$ cat src/rtl/stopwatch_ctrl_if.sv
`default_nettype none
// ==================================================================
// stopwatch_ctrl_if - divider levels, raw buttons and display drive
// of stopwatch_ctrl; btn_lap only with STOPWATCH_LAP_EN.  Rev 1.0
// ==================================================================
interface stopwatch_ctrl_if;
    logic       sec_lvl;
    logic       deb_lvl;
    logic [1:0] scan_sel;
    logic       btn_start;
    logic       btn_clr;
`ifdef STOPWATCH_LAP_EN
    logic       btn_lap;
`endif
    logic [7:0] ssd;
    logic [3:0] ssd_en;
    logic       running;

`ifdef STOPWATCH_LAP_EN
    modport master (
        output sec_lvl, deb_lvl, scan_sel, btn_start, btn_clr, btn_lap,
        input  ssd, ssd_en, running
    );
    modport slave (
        input  sec_lvl, deb_lvl, scan_sel, btn_start, btn_clr, btn_lap,
        output ssd, ssd_en, running
    );
`else
    modport master (
        output sec_lvl, deb_lvl, scan_sel, btn_start, btn_clr,
        input  ssd, ssd_en, running
    );
    modport slave (
        input  sec_lvl, deb_lvl, scan_sel, btn_start, btn_clr,
        output ssd, ssd_en, running
    );
`endif
endinterface
`default_nettype wire

$ cat src/rtl/stopwatch_ctrl.sv
`default_nettype none
// ==================================================================
// stopwatch_ctrl - MM:SS stopwatch with debounced start/clr buttons,
// BCD counter and scanned 7-seg drive; STOPWATCH_LAP_EN adds lap
// freeze.  Rev 1.0
// ==================================================================
module stopwatch_ctrl #(
    parameter int DEB_CNT = 3
) (
    input  wire logic       clk,
    input  wire logic       rst_n,
    stopwatch_ctrl_if.slave bus
);
    localparam int CNT_W     = 3;
    localparam int BTN_START = 0;
    localparam int BTN_CLR   = 1;
`ifdef STOPWATCH_LAP_EN
    localparam int BTN_LAP   = 2;
    localparam int N_BTN     = 3;
`else
    localparam int N_BTN     = 2;
`endif

    localparam logic [1:0] S_IDLE  = 2'd0;
    localparam logic [1:0] S_RUN   = 2'd1;
    localparam logic [1:0] S_PAUSE = 2'd2;

    logic [N_BTN-1:0] btn_raw;
`ifdef STOPWATCH_LAP_EN
    assign btn_raw = {bus.btn_lap, bus.btn_clr, bus.btn_start};
`else
    assign btn_raw = {bus.btn_clr, bus.btn_start};
`endif

    logic [1:0]       sec_sync;
    logic [1:0]       deb_sync;
    logic             sec_prev;
    logic             deb_prev;
    logic             sec_tick;
    logic             deb_tick;
    logic [N_BTN-1:0] btn_s1;
    logic [N_BTN-1:0] btn_s2;

    // Ticks are registered so they land 3 clk after the raw level edge.
    always_ff @(posedge clk or negedge rst_n) begin
        if (!rst_n) begin
            sec_sync <= 2'b00;
            deb_sync <= 2'b00;
            sec_prev <= 1'b0;
            deb_prev <= 1'b0;
            sec_tick <= 1'b0;
            deb_tick <= 1'b0;
            btn_s1   <= '0;
            btn_s2   <= '0;
        end else begin
            sec_sync <= {sec_sync[0], bus.sec_lvl};
            deb_sync <= {deb_sync[0], bus.deb_lvl};
            sec_prev <= sec_sync[1];
            deb_prev <= deb_sync[1];
            sec_tick <= sec_sync[1] & ~sec_prev;
            deb_tick <= deb_sync[1] & ~deb_prev;
            btn_s1   <= btn_raw;
            btn_s2   <= btn_s1;
        end
    end

    logic [N_BTN-1:0] deb_state;
    logic [N_BTN-1:0] deb_state_d;
    logic [N_BTN-1:0] press;

    generate
        for (genvar b = 0; b < N_BTN; b++) begin : g_deb
            logic             cand;
            logic [CNT_W-1:0] cnt;
            logic             state_q;

            always_ff @(posedge clk or negedge rst_n) begin
                if (!rst_n) begin
                    cand    <= 1'b0;
                    cnt     <= '0;
                    state_q <= 1'b0;
                end else if (deb_tick) begin
                    if (btn_s2[b] == cand) begin
                        if (cnt != CNT_W'(DEB_CNT))
                            cnt <= cnt + 1'b1;
                        if (cnt == CNT_W'(DEB_CNT - 1))
                            state_q <= cand;
                    end else begin
                        cand <= btn_s2[b];
                        cnt  <= CNT_W'(1);
                    end
                end
            end

            assign deb_state[b] = state_q;
        end
    endgenerate

    always_ff @(posedge clk or negedge rst_n) begin
        if (!rst_n)
            deb_state_d <= '0;
        else
            deb_state_d <= deb_state;
    end

    assign press = deb_state & ~deb_state_d;

    logic       start_p;
    logic       clr_p;
    logic [1:0] state;
    logic [1:0] state_nx;

    assign start_p = press[BTN_START];
    assign clr_p   = press[BTN_CLR];

    // Clear has priority over start when both land in the same cycle.
    always_comb begin
        state_nx = state;
        if (clr_p) begin
            state_nx = S_IDLE;
        end else if (start_p) begin
            case (state)
                S_IDLE:  state_nx = S_RUN;
                S_RUN:   state_nx = S_PAUSE;
                S_PAUSE: state_nx = S_RUN;
                default: state_nx = S_IDLE;
            endcase
        end
    end

    logic [3:0] s0;
    logic [3:0] s1;
    logic [3:0] m0;
    logic [3:0] m1;
    logic       run_q;

    always_ff @(posedge clk or negedge rst_n) begin
        if (!rst_n) begin
            state <= S_IDLE;
            run_q <= 1'b0;
        end else begin
            state <= state_nx;
            run_q <= (state == S_RUN);
        end
    end

    // Counting follows the registered state, so a tick coincident with
    // RUN->PAUSE still counts.
    always_ff @(posedge clk or negedge rst_n) begin
        if (!rst_n) begin
            s0 <= 4'd0;
            s1 <= 4'd0;
            m0 <= 4'd0;
            m1 <= 4'd0;
        end else if (clr_p) begin
            s0 <= 4'd0;
            s1 <= 4'd0;
            m0 <= 4'd0;
            m1 <= 4'd0;
        end else if (sec_tick && state == S_RUN) begin
            if (s0 != 4'd9) begin
                s0 <= s0 + 4'd1;
            end else begin
                s0 <= 4'd0;
                if (s1 != 4'd5) begin
                    s1 <= s1 + 4'd1;
                end else begin
                    s1 <= 4'd0;
                    if (m0 != 4'd9) begin
                        m0 <= m0 + 4'd1;
                    end else begin
                        m0 <= 4'd0;
                        m1 <= (m1 != 4'd5) ? m1 + 4'd1 : 4'd0;
                    end
                end
            end
        end
    end

    logic [15:0] live_time;
    logic [15:0] shown;

    assign live_time = {m1, m0, s1, s0};

`ifdef STOPWATCH_LAP_EN
    logic        freeze;
    logic [15:0] lap_time;

    always_ff @(posedge clk or negedge rst_n) begin
        if (!rst_n) begin
            freeze   <= 1'b0;
            lap_time <= 16'h0000;
        end else if (clr_p || state_nx != S_RUN) begin
            freeze <= 1'b0;
        end else if (press[BTN_LAP]) begin
            freeze <= ~freeze;
            if (!freeze)
                lap_time <= live_time;
        end
    end

    assign shown = freeze ? lap_time : live_time;
`else
    assign shown = live_time;
`endif

    function automatic logic [7:0] seg7(input logic [3:0] d);
        logic [7:0] s;
        case (d)
            4'd0:    s = 8'h03;
            4'd1:    s = 8'h9F;
            4'd2:    s = 8'h25;
            4'd3:    s = 8'h0D;
            4'd4:    s = 8'h99;
            4'd5:    s = 8'h49;
            4'd6:    s = 8'h41;
            4'd7:    s = 8'h1F;
            4'd8:    s = 8'h01;
            4'd9:    s = 8'h09;
            default: s = 8'hFF;
        endcase
        return s;
    endfunction

    logic [7:0] ssd_q;
    logic [3:0] ssd_en_q;

    always_ff @(posedge clk or negedge rst_n) begin
        if (!rst_n) begin
            ssd_q    <= 8'hFF;
            ssd_en_q <= 4'hF;
        end else begin
            case (bus.scan_sel)
                2'd0: begin
                    ssd_q    <= seg7(shown[3:0]);
                    ssd_en_q <= 4'b1110;
                end
                2'd1: begin
                    ssd_q    <= seg7(shown[7:4]);
                    ssd_en_q <= 4'b1101;
                end
                2'd2: begin
                    ssd_q    <= seg7(shown[11:8]) & 8'hFE;
                    ssd_en_q <= 4'b1011;
                end
                default: begin
                    ssd_q    <= seg7(shown[15:12]);
                    ssd_en_q <= 4'b0111;
                end
            endcase
        end
    end

    assign bus.ssd     = ssd_q;
    assign bus.ssd_en  = ssd_en_q;
    assign bus.running = run_q;

endmodule
`default_nettype wire

$ cat src/flat_wrapper.sv
// flat-port wrapper written by rule: the top's interface ports become plain ports
module stopwatch_ctrl_flat 
#(
    parameter int DEB_CNT = 3
)
  (clk, rst_n, bus_sec_lvl, bus_deb_lvl, bus_scan_sel, bus_btn_start, bus_btn_clr, bus_ssd, bus_ssd_en, bus_running);
  stopwatch_ctrl_if bus_i ();
  input  wire logic clk;
  input  wire logic rst_n;
  input wire logic [$bits(bus_i.sec_lvl)-1:0] bus_sec_lvl;
  input wire logic [$bits(bus_i.deb_lvl)-1:0] bus_deb_lvl;
  input wire logic [$bits(bus_i.scan_sel)-1:0] bus_scan_sel;
  input wire logic [$bits(bus_i.btn_start)-1:0] bus_btn_start;
  input wire logic [$bits(bus_i.btn_clr)-1:0] bus_btn_clr;
  output wire logic [$bits(bus_i.ssd)-1:0] bus_ssd;
  output wire logic [$bits(bus_i.ssd_en)-1:0] bus_ssd_en;
  output wire logic [$bits(bus_i.running)-1:0] bus_running;
  assign bus_i.sec_lvl = bus_sec_lvl;
  assign bus_i.deb_lvl = bus_deb_lvl;
  assign bus_i.scan_sel = bus_scan_sel;
  assign bus_i.btn_start = bus_btn_start;
  assign bus_i.btn_clr = bus_btn_clr;
  assign bus_ssd = bus_i.ssd;
  assign bus_ssd_en = bus_i.ssd_en;
  assign bus_running = bus_i.running;
  stopwatch_ctrl #(.DEB_CNT(DEB_CNT)) u_core (.clk(clk), .rst_n(rst_n), .bus(bus_i));
endmodule
$ cat config.mk
export PLATFORM = sky130hd
export DESIGN_NAME = stopwatch_ctrl_flat
export DESIGN_NICKNAME = d
export VERILOG_FILES = /design/src/rtl/stopwatch_ctrl_if.sv /design/src/rtl/stopwatch_ctrl.sv /design/src/flat_wrapper.sv
export SDC_FILE = /design/constraint.sdc
export NUM_CORES = 1
export LEC_CHECK = 0
export BUFFER_PORTS_ARGS = -buffer_cell sky130_fd_sc_hd__buf_2
export CAP_MARGIN = 20
export CORE_MARGIN = 3
export CORE_UTILIZATION = 46
export DETAILED_ROUTE_END_ITERATION = 16
export GPL_ROUTABILITY_DRIVEN = 0
export HOLD_SLACK_MARGIN = 0.15
export PLACE_DENSITY = 0.69
export SLEW_MARGIN = 25
export SYNTH_ARGS = -nofsm -noshare
export SYNTH_HDL_FRONTEND = slang
export SYNTH_SLANG_ARGS = --single-unit
$ cat constraint.sdc
create_clock -name clk -period 2.5 [get_ports clk]
set_clock_uncertainty 0.05 [all_clocks]
set_input_delay 0.25 -clock clk [delete_from_list [all_inputs] [get_ports clk]]
set_output_delay 0.25 -clock clk [all_outputs]
set_load 0.05 [all_outputs]
# ---- Word level (Yosys, flattened, before mapping)
# Memory sizes are Yosys's and may differ from the RTL's.
# Cells that the tools add are included.
dict set report word_totals {
  out_inout_bits 13
  memories 4
  latchBits 0
  input_bits 8
  ram_bits 0
  romBits 448
  word_cells 102
  reg_bits 55
}
dict set report op_classes {
  n_mul 0
  n_shift 0
  n_eq_ne 19
  magnitude_cmp 0
  bitwise_logic 8
  muxes 27
  div_mod_pow 0
  n_reduce_logical 15
  add_sub_neg 6
}
# name words width read_ports rd_ports_with_merged_regs write_ports line_no
set mem_list {}
lappend mem_list {{(name not given)} 16 7 1 0 0 stopwatch_ctrl.sv:209} ;# case (d)
lappend mem_list {{(name not given)} 16 7 1 0 0 stopwatch_ctrl.sv:209}
lappend mem_list {{(name not given)} 16 7 1 0 0 stopwatch_ctrl.sv:209}
lappend mem_list {{(name not given)} 16 7 1 0 0 stopwatch_ctrl.sv:209}
# operator count
set op_table {}
lappend op_table {{$mux W4} 18}
lappend op_table {{$pmux W8 S3} 1}
lappend op_table {{$add A4 B1 Y4 const B} 4}
lappend op_table {{$mux W3} 4}
lappend op_table {{$pmux W4 S3} 1}
lappend op_table {{$reduce_and A2 Y1} 5}
lappend op_table {{$reduce_and A3 Y1} 3}
lappend op_table {{$ne A4 B3 Y1 const B} 2}
lappend op_table {{$ne A4 B4 Y1 const B} 2}
lappend op_table {{$add A3 B1 Y3 const B} 2}
lappend op_table {{$eq A3 B2 Y1 const B} 2}
lappend op_table {{$ne A2 B1 Y1 const B} 3}
lappend op_table {{$ne A3 B2 Y1 const B} 2}
lappend op_table {{$eq A2 B1 Y1 const B} 2}
lappend op_table {{$eq A2 B2 Y1 const B} 2}
lappend op_table {{$logic_not A2 Y1} 2}
lappend op_table {{$mux W2} 2}
lappend op_table {{$ne A2 B2 Y1 const B} 2}
lappend op_table {{$not A1 Y1} 4}
lappend op_table {{$pmux W2 S2} 1}
lappend op_table {{$reduce_and A4 Y1} 1}
lappend op_table {{$reduce_bool A2 Y1} 2}
lappend op_table {{$and A1 B1 Y1} 2}
lappend op_table {{$and A2 B2 Y2} 1}
lappend op_table {{other kinds (4)} 5}

# ---- Depth between registers and ports, before layout
# Gate-level depths: netlist of run 1.
dict set report logic_depth {
  depth_word 7
  mapped_depth 7
}

# ---- Least setup slack after synthesis of run 1
# No wires, ideal clock.
dict set report synth_path {
  path_kind {register to register}
  startpoint {register u_core.s0[1]}
  endpoint {register u_core.s1[3]}
  setup_time_ns 0.092
  period_less_slack_ns 1.801
  t_arrival_ns 1.660
  path_stages_with_launch 8
  path_slack_ns 0.699
  path_cell_list {dfrtp_1 inv_1 ha_1 and3b_1 buf_6 a21oi_4 or3_4 o31ai_2}
}
dict set report synth_via {
  elab_chain_cells 3
}
# item line_no
set synth_lines {}
lappend synth_lines {{start: declaration} stopwatch_ctrl.sv:131} ;# logic [3:0] s0;
lappend synth_lines {{start signal: assignment} stopwatch_ctrl.sv:162} ;# s0 <= s0 + 4'd1;
lappend synth_lines {{$ne A4 B4 Y1} stopwatch_ctrl.sv:161} ;# if (s0 != 4'd9) begin
lappend synth_lines {{$ne A2 B1 Y1 (no source line)} -}
lappend synth_lines {{$reduce_and A2 Y1 (no source line)} -}
lappend synth_lines {{end signal: assignment} stopwatch_ctrl.sv:166} ;# s1 <= s1 + 4'd1;
lappend synth_lines {{end: declaration} stopwatch_ctrl.sv:132} ;# logic [3:0] s1;
# Every way passes these cells.
# A chain may end at the register's enable or synchronous reset.

# ---- Worst setup path after layout of run 1
dict set report layout_path {
  startpoint {register u_core.s0[1]}
  endpoint {register u_core.m1[1]}
}
dict set report layout_via {
  elab_chain_cells 3
}
# item line_no
set layout_lines {}
lappend layout_lines {{$ne A4 B4 Y1} stopwatch_ctrl.sv:161}
lappend layout_lines {{$ne A2 B1 Y1 (no source line)} -}
lappend layout_lines {{$reduce_and A4 Y1 (no source line)} -}
lappend layout_lines {{end signal: assignment} stopwatch_ctrl.sv:173} ;# m1 <= (m1 != 4'd5) ? m1 + 4'd1 : 4'd0;
lappend layout_lines {{end: declaration} stopwatch_ctrl.sv:134} ;# logic [3:0] m1;
# Every way passes these cells.

==> results of run 1 <==
Yosys cell counts (4+ instances only):
cell,count,area (um^2)
dfrtp_1,43,1080
ha_1,29,363
o21ai_0,29,145
inv_1,24,90.1
nor2_1,20,75.1
nand2_1,18,67.6
a21oi_1,17,85.1
nor2b_1,14,87.6
dfstp_2,11,289
nand2b_1,11,68.8
clkbuf_1,8,30.0
nand3_1,7,35.0
nand3b_1,7,52.6
o22ai_1,7,43.8
nor3_1,6,30.0
o21a_1,6,45.0
buf_2,5,25.0
a21o_1,4,30.0
mux2_2,4,45.0
xnor2_1,4,35.0
registers in the layout, summed over array words and instances (netlist names), 3 cells and up:
| signal | count |
|---|---|
| u_core.s0 | 4 |
| u_core.s1 | 4 |
| u_core.m0 | 4 |
| u_core.m1 | 4 |
| u_core.bus.ssd_en | 3 |
| u_core.g_deb.cnt | 6 |
| u_core.bus.ssd | 8 |
metal layers:
metal | vias to the layer above | GRT usage | wire, um
li1 | 1198 | - | -
met1 | 1123 | 0.232 | 3000
met2 | 55 | 0.278 | 2960
met3 | 7 | 0.0304 | 312
met4 | 0 | 0.0501 | 68
met5 | - | 0 | 0
repair_timing:
| item | in CTS | in global routing |
|---|---|---|
| setup buffers | 0 | 0 |
| hold buffers | 6 | 0 |
| hold endpoints to repair | 48 | 0 |
worst max-delay path, stage by stage (launching register included):
cell	delay (ps)
dfrtp_1	450
inv_1	170
ha_1	230
and3b_1	400
nand4_1	220
nand2_1	190
mux2_2	350
cell type report:
class / count / share of cell area
inverters: 24 / 0.0256
well taps: 93 / 0.0330
flip-flops and latches: 54 / 0.388
multi-input cells: 237 / 0.474
clock buffers: 5 / 0.0195
repair buffers: 29 / 0.0519
clock inverters: 3 / 0.00817
cells by family (layout without fill, tap and decap cells):
logic type | after synthesis | in the layout
buf+inv | 40 | 61
fa+ha+maj | 29 | 29
xor+xnor | 4 | 4
compound gates | 95 | 95
flops | 54 | 54
mux | 6 | 6
simple gates | 103 | 103
power breakdown:
part | switching, mW | internal (mW)
Combinational | 0.762 | 0.521
Sequential | 0.219 | 1.09
Clock | 0.316 | 0.210
Total | 1.30 | 1.82
how the worst max path moves through the flow:
stage / from / end / slack [ps]
2_1_floorplan: u_core.s0[1] / u_core.s1[3] / 700
3_3_place_gp: u_core.s0[1] / u_core.m1[1] / 470
3_5_place_dp: u_core.s0[1] / u_core.m1[1] / 360
4_1_cts: u_core.s0[1] / u_core.m1[1] / 350
5_1_grt: u_core.s0[1] / u_core.m1[0] / 130
6_report: u_core.s0[1] / u_core.m1[1] / 340
==> flow_summary_export.csv, run 1 <==
group,metric,value,unit
floorplanning,start_util,0.488,
grt,overflow,0,
logic_synthesis,synthMuxAreaShare,0.0203,
hold_path,worstHoldPathCells,3,
timing,drv_slew,0,
drt,dr.pass1.iters,4,
setup_path,reg2reg_from,"u_core.s0[1]",
clock_tree,cts_tree,"yes",
setup_path,r2r_setup_slack,340,ps
floorplanning,dieWidth,89.5,um
logic_synthesis,synth_edf_count,0,
logic_synthesis,yosysSeqAreaShare,0.426,
grt,grtUsageTotal,0.170,
clock_tree,numCtsBuffers,5,
setup_path,critPathKind,"flop to flop",
logic_synthesis,yosys_register_bits,54,
drt,first_iter_violations,170,
clock_tree,cts_resized,0,
floorplanning,core_area,6570,um^2
placement,portBuffers,20,
layout,fin_cells,445,
logic_synthesis,syn_nets,368,
clock_tree,clk_path_buf_depth,2,
drt,drt-total-wl,6.35,mm
grt,grt_max_degree,55,
logic_synthesis,yosysWarnings,0,
clock_tree,h-tree-depth,2,
pwr,finalPower,3.11,mW
flow_run,cap_violations,0,
status,status,"completed",
layout,diodes,0,
clock_tree,root_buffer,"clkbuf_8",
layout,final_cell_mix,"43 x dfrtp_1, 29 x o21ai_0, 29 x ha_1",
floorplanning,num_io_pins,21,
layout,drive_gt1_frac,0.156,
grt,grt_pass1_vias,2216,
hold_path,hold_end,"u_core.bus.ssd_en[0]",
clock_tree,cts_num_sinks,54,
setup_path,r2r_end,"u_core.m1[1]",
drt,routedWlPerCell,14.3,um
setup_path,start_kind,"flop",
setup_path,arrival,2320,ps
drt,vias,2383,
timing,finalSetupTns,0,ps
logic_synthesis,synth_area,3210,um^2
logic_synthesis,synth_cell_type_count,56,
layout,nFillCells,615,
placement,place_inst,431,
clock_tree,clk_pin_slew_worst_paths,110,ps
drt,via_per_inst,5.36,
pwr,p_per_area,884,nW/um^2
logic_synthesis,synth_flop_cell,"dfrtp_1",
timing,relSlewSlack,0.529,
timing,fin_ws,344,ps
timing,fmax,464,MHz
clock_tree,insertion_delay,320,ps
drt,post-route-drc-count,0,
timing,tightest_slew,704,ps
pwr,p_leak,1.52,nW
setup_path,critPathRequiredTime,2660,ps
timing,finalCriticalPeriod,2160,ps
grt,grt_pass1_wl,10.6,mm
logic_synthesis,synth-xor-area-share,0.0109,
layout,fin_util,0.536,
placement,hpwl,4.56,mm
logic_synthesis,synth_compound_area_frac,0.200,
setup_path,reg2reg_depth,6,
hold_path,hold_class,"input pin to flop",
drt,ant_nets,0,
placement,place_area,3360,um^2
setup_path,critPathMaxFanout,7,
timing,finalSetupViolCount,0,
layout,mostFrequentLayoutCell,"dfrtp_1",
floorplanning,dieArea,8010,um^2
logic_synthesis,synthSimpleGateAreaFrac,0.177,
layout,nets,388,
layout,final_cell_area,3520,um^2
placement,dp_slack,358,ps
setup_path,crit_path_end_kind,"flop",
floorplanning,rows,29,
logic_synthesis,synthAdderAreaFrac,0.113,
timing,finalHoldViolations,0,
layout,seq_area,1370,um^2
layout,multi_input_area,1670,um^2
timing,finalCritPeriodShare,0.862,
floorplanning,die_height,89.5,um
hold_path,min-delay-start,"bus_scan_sel[1]",
layout,area_delta_synth_final,9.83,%
logic_synthesis,synth_top_family_by_area,"compound AO/OA/AOI/OAI gates",
grt,antenna_found_initial,0,
logic_synthesis,synth-async-reset-ratio,1.00,
timing,holdWs,184,ps
logic_synthesis,postSynthAreaPerCell,9.69,um^2
logic_synthesis,syn_inst,331,
timing,rsz0062_at_grt,"false",
pwr,ir_drop,0.000498,V
Power figures use the tool's default switching activity.
==> inputs of run 2 (changes only) <==
--- a/config.mk
+++ b/config.mk
@@ -5,9 +5,10 @@
 export SDC_FILE = /design/constraint.sdc
 export NUM_CORES = 1
 export LEC_CHECK = 0
+export ABC_AREA = 1
 export BUFFER_PORTS_ARGS = -buffer_cell sky130_fd_sc_hd__buf_2
 export CAP_MARGIN = 20
-export CORE_MARGIN = 3
+export CORE_MARGIN = 2
 export CORE_UTILIZATION = 46
 export DETAILED_ROUTE_END_ITERATION = 16
 export GPL_ROUTABILITY_DRIVEN = 0
==> run 2 against run 1 <==
Cell count increased by 24%. Worst setup slack improved by 450 ps. Utilization decreased by 0.88 points. First-iteration DRC count decreased by 26%. Sequential cell count unchanged. Sequential power decreased by 9%. Global-route usage increased by 0.18 points. Critical path depth increased by 3. Hold slack improved by 120 ps. Combinational power decreased by 22%. Total power decreased by 13%. Fmax increased by 27%. Largest power group unchanged.
==> flow_summary_export.csv, run 2 <==
group,metric,value,unit
timing,fmax,588,MHz
layout,mostFrequentLayoutCell,"nand2_1",
logic_synthesis,syn_nets,463,
status,status,"completed",
logic_synthesis,synthSimpleGateAreaFrac,0.330,
logic_synthesis,synth-xor-area-share,0,
layout,diodes,0,
drt,post-route-drc-count,0,
clock_tree,post-cts-setup-buffer-count,0,
timing,drv_slew,0,
logic_synthesis,synth_area_leader_cell,"dfrtp_1",
grt,overflow,0,
setup_path,cp_slowest_cell,"dfrtp_1",
pwr,p_leak,1.99,nW
placement,place_area,3430,um^2
setup_path,arrival,1850,ps
floorplanning,die_height,88.0,um
layout,nets,493,
floorplanning,num_io_pins,21,
logic_synthesis,ys_top_cells_by_count,"166 x nand2_1, 57 x inv_1, 43 x dfrtp_1",
placement,dp_slack,818,ps
logic_synthesis,synth-async-reset-ratio,1.00,
clock_tree,numCtsBuffers,5,
placement,portBuffers,20,
timing,finalSetupViolCount,0,
layout,nFillCells,672,
grt,grt_pass1_vias,2464,
drt,drt-total-wl,6.05,mm
pwr,p_per_area,748,nW/um^2
setup_path,critPathKind,"flop to flop",
logic_synthesis,synth_cell_type_count,30,
layout,largest_reg_flops,8,
clock_tree,root_buffer,"clkbuf_8",
drt,vias,2642,
logic_synthesis,synth_edf_count,0,
grt,antenna_found_initial,0,
logic_synthesis,yosys_register_bits,54,
timing,fin_ws,799,ps
floorplanning,dieArea,7750,um^2
logic_synthesis,synth_flop_cell,"dfrtp_1",
logic_synthesis,synthMostInstantiatedCell,"nand2_1",
timing,rsz0062_at_grt,"false",
timing,finalHoldViolations,0,
clock_tree,clk_path_buf_depth,2,
floorplanning,dieWidth,88.0,um
timing,finalSetupTns,0,ps
logic_synthesis,synth_compound_area_frac,0.0470,
logic_synthesis,synth_top_area_share,0.331,
clock_tree,cts_tree,"yes",
layout,area_delta_synth_final,10.9,%
logic_synthesis,postSynthAreaPerCell,7.63,um^2
clock_tree,insertion_delay,310,ps
grt,grt_max_degree,39,
logic_synthesis,synthMuxAreaShare,0,
clock_tree,cts_num_sinks,54,
setup_path,start_kind,"flop",
floorplanning,start_util,0.476,
floorplanning,rows,30,
grt,grtUsageTotal,0.172,
flow_run,cap_violations,0,
hold_path,hold_class,"flop to flop",
logic_synthesis,synth_top_family_by_area,"simple AND/OR/NAND/NOR gates",
clock_tree,clk_pin_slew_worst_paths,100,ps
setup_path,reg2reg_depth,9,
logic_synthesis,synthAdderAreaFrac,0.112,
setup_path,crit_path_end_kind,"flop",
logic_synthesis,syn_inst,426,
drt,dr.pass1.iters,5,
floorplanning,core_area,6830,um^2
hold_path,worstHoldPathCells,0,
drt,ant_nets,0,
drt,first_iter_violations,126,
setup_path,worstPathCellList,"inv_1 > ha_1 > nand3_4 > nand2_4 > nand2_4 > inv_1 > nand2_1 > nand2_1 > nand2_1",
logic_synthesis,synth_area,3250,um^2
timing,finalCriticalPeriod,1700,ps
pwr,ir_drop,0.000403,V
drt,via_per_inst,4.78,
placement,hpwl,4.71,mm
layout,multi_input_area,1590,um^2
logic_synthesis,yosysSeqAreaShare,0.420,
clock_tree,h-tree-depth,2,
layout,drive_gt1_frac,0.127,
layout,seq_area,1370,um^2
setup_path,path_common_cell,"nand2_1",
grt,grt_pass1_wl,10.6,mm
setup_path,critPathMaxFanout,12,
layout,final_cell_mix,"166 x nand2_1, 57 x inv_1, 43 x dfrtp_1",
layout,final_cell_area,3600,um^2
setup_path,critPathRequiredTime,2650,ps
timing,finalCritPeriodShare,0.681,
logic_synthesis,yosysWarnings,0,
setup_path,cpPeakStageDelay,450,ps
logic_synthesis,yosys-top-cells-area,"dfrtp_1 33%, nand2_1 19%, ha_1 11%",
drt,routedWlPerCell,10.9,um
timing,tightest_slew,799,ps
timing,relSlewSlack,0.468,
## run 2: cell types whose count changed after synthesis, sizes merged, moves of 7 or more
cell	previous run	this run
o21ai	29	20
nand2	18	172
nor2b	14	0
nand3	7	29
clkbuf	8	0
a21oi	18	7
inv	24	60
nand4	1	12
nor2	20	27
nand2b	11	0
## run 2: area by class of cell
cell class | instances | share of cell area
Multi-Input combinational cell | 304 | 0.441
Timing Repair Buffer | 30 | 0.0542
Clock buffer | 5 | 0.0191
Inverter | 61 | 0.0660
Clock inverter | 3 | 0.00799
Sequential cell | 54 | 0.379
Tap cell | 96 | 0.0333
## run 2: what timing repair did
action                     in CTS  in global routing
gates resized for setup         0                  0
hold buffers                    8                  0
setup endpoints to repair       0                  0
hold endpoints to repair       33                  0
## run 2: final timing paths
check                                    from                  to  slack, ps
setup / recovery                 u_core.s0[1]        u_core.m1[2]        800
hold / removal             u_core.deb_sync[0]  u_core.deb_sync[1]        310
setup reg to reg                 u_core.s0[1]        u_core.m1[2]        800
hold reg to reg            u_core.deb_sync[0]  u_core.deb_sync[1]        310
max in group asynchronous               rst_n        u_core.s1[3]       1240
min in group asynchronous               rst_n        u_core.s0[1]        510
## run 2: per-layer routing
layer  up-vias  share of wire  wire length (um)  GRT usage
met5         -              0                 0          0
met4         0          0.015                93     0.0399
met3         9          0.029               175     0.0283
met2        46           0.48              2930      0.306
met1      1205           0.47              2860      0.221
li1       1382              -                 -          -
## run 2: metrics by stage
stage	std cells	util	power, mW	hold WS (ps)
3_3_place_gp	537	0.501	2.17	282
5_1_grt	553	0.527	2.92	319
3_5_place_dp	537	0.501	2.20	286
4_1_cts	553	0.527	2.72	308
6_report	553	0.527	2.69	305
2_1_floorplan	426	-	1.99	-95.6
## run 2: where the power goes
part / internal [mW] / total (mW) / switching [mW] / leakage, nW
combinational: 0.312 / 1.00 / 0.692 / 1.26
clock: 0.208 / 0.509 / 0.301 / 0.0502
sequential: 1.05 / 1.18 / 0.130 / 0.672
## run 2: logic make-up (layout without fill, tap and decap cells)
| kind of cell | Yosys count | after routing |
|---|---|---|
| and+or+nand+nor | 246 | 246 |
| buffers and inverters | 68 | 99 |
| DFF | 54 | 54 |
| adders and majority gates | 29 | 29 |
| AOI/OAI and AO/OA | 29 | 29 |
## run 2: worst max-delay path: cells and delay by family, from the launching register on
family / cells / cell delay [ps]
and+or+nand+nor: 6 / 550
DFF: 1 / 450
buffers and inverters: 2 / 280
adders and majority gates: 1 / 260
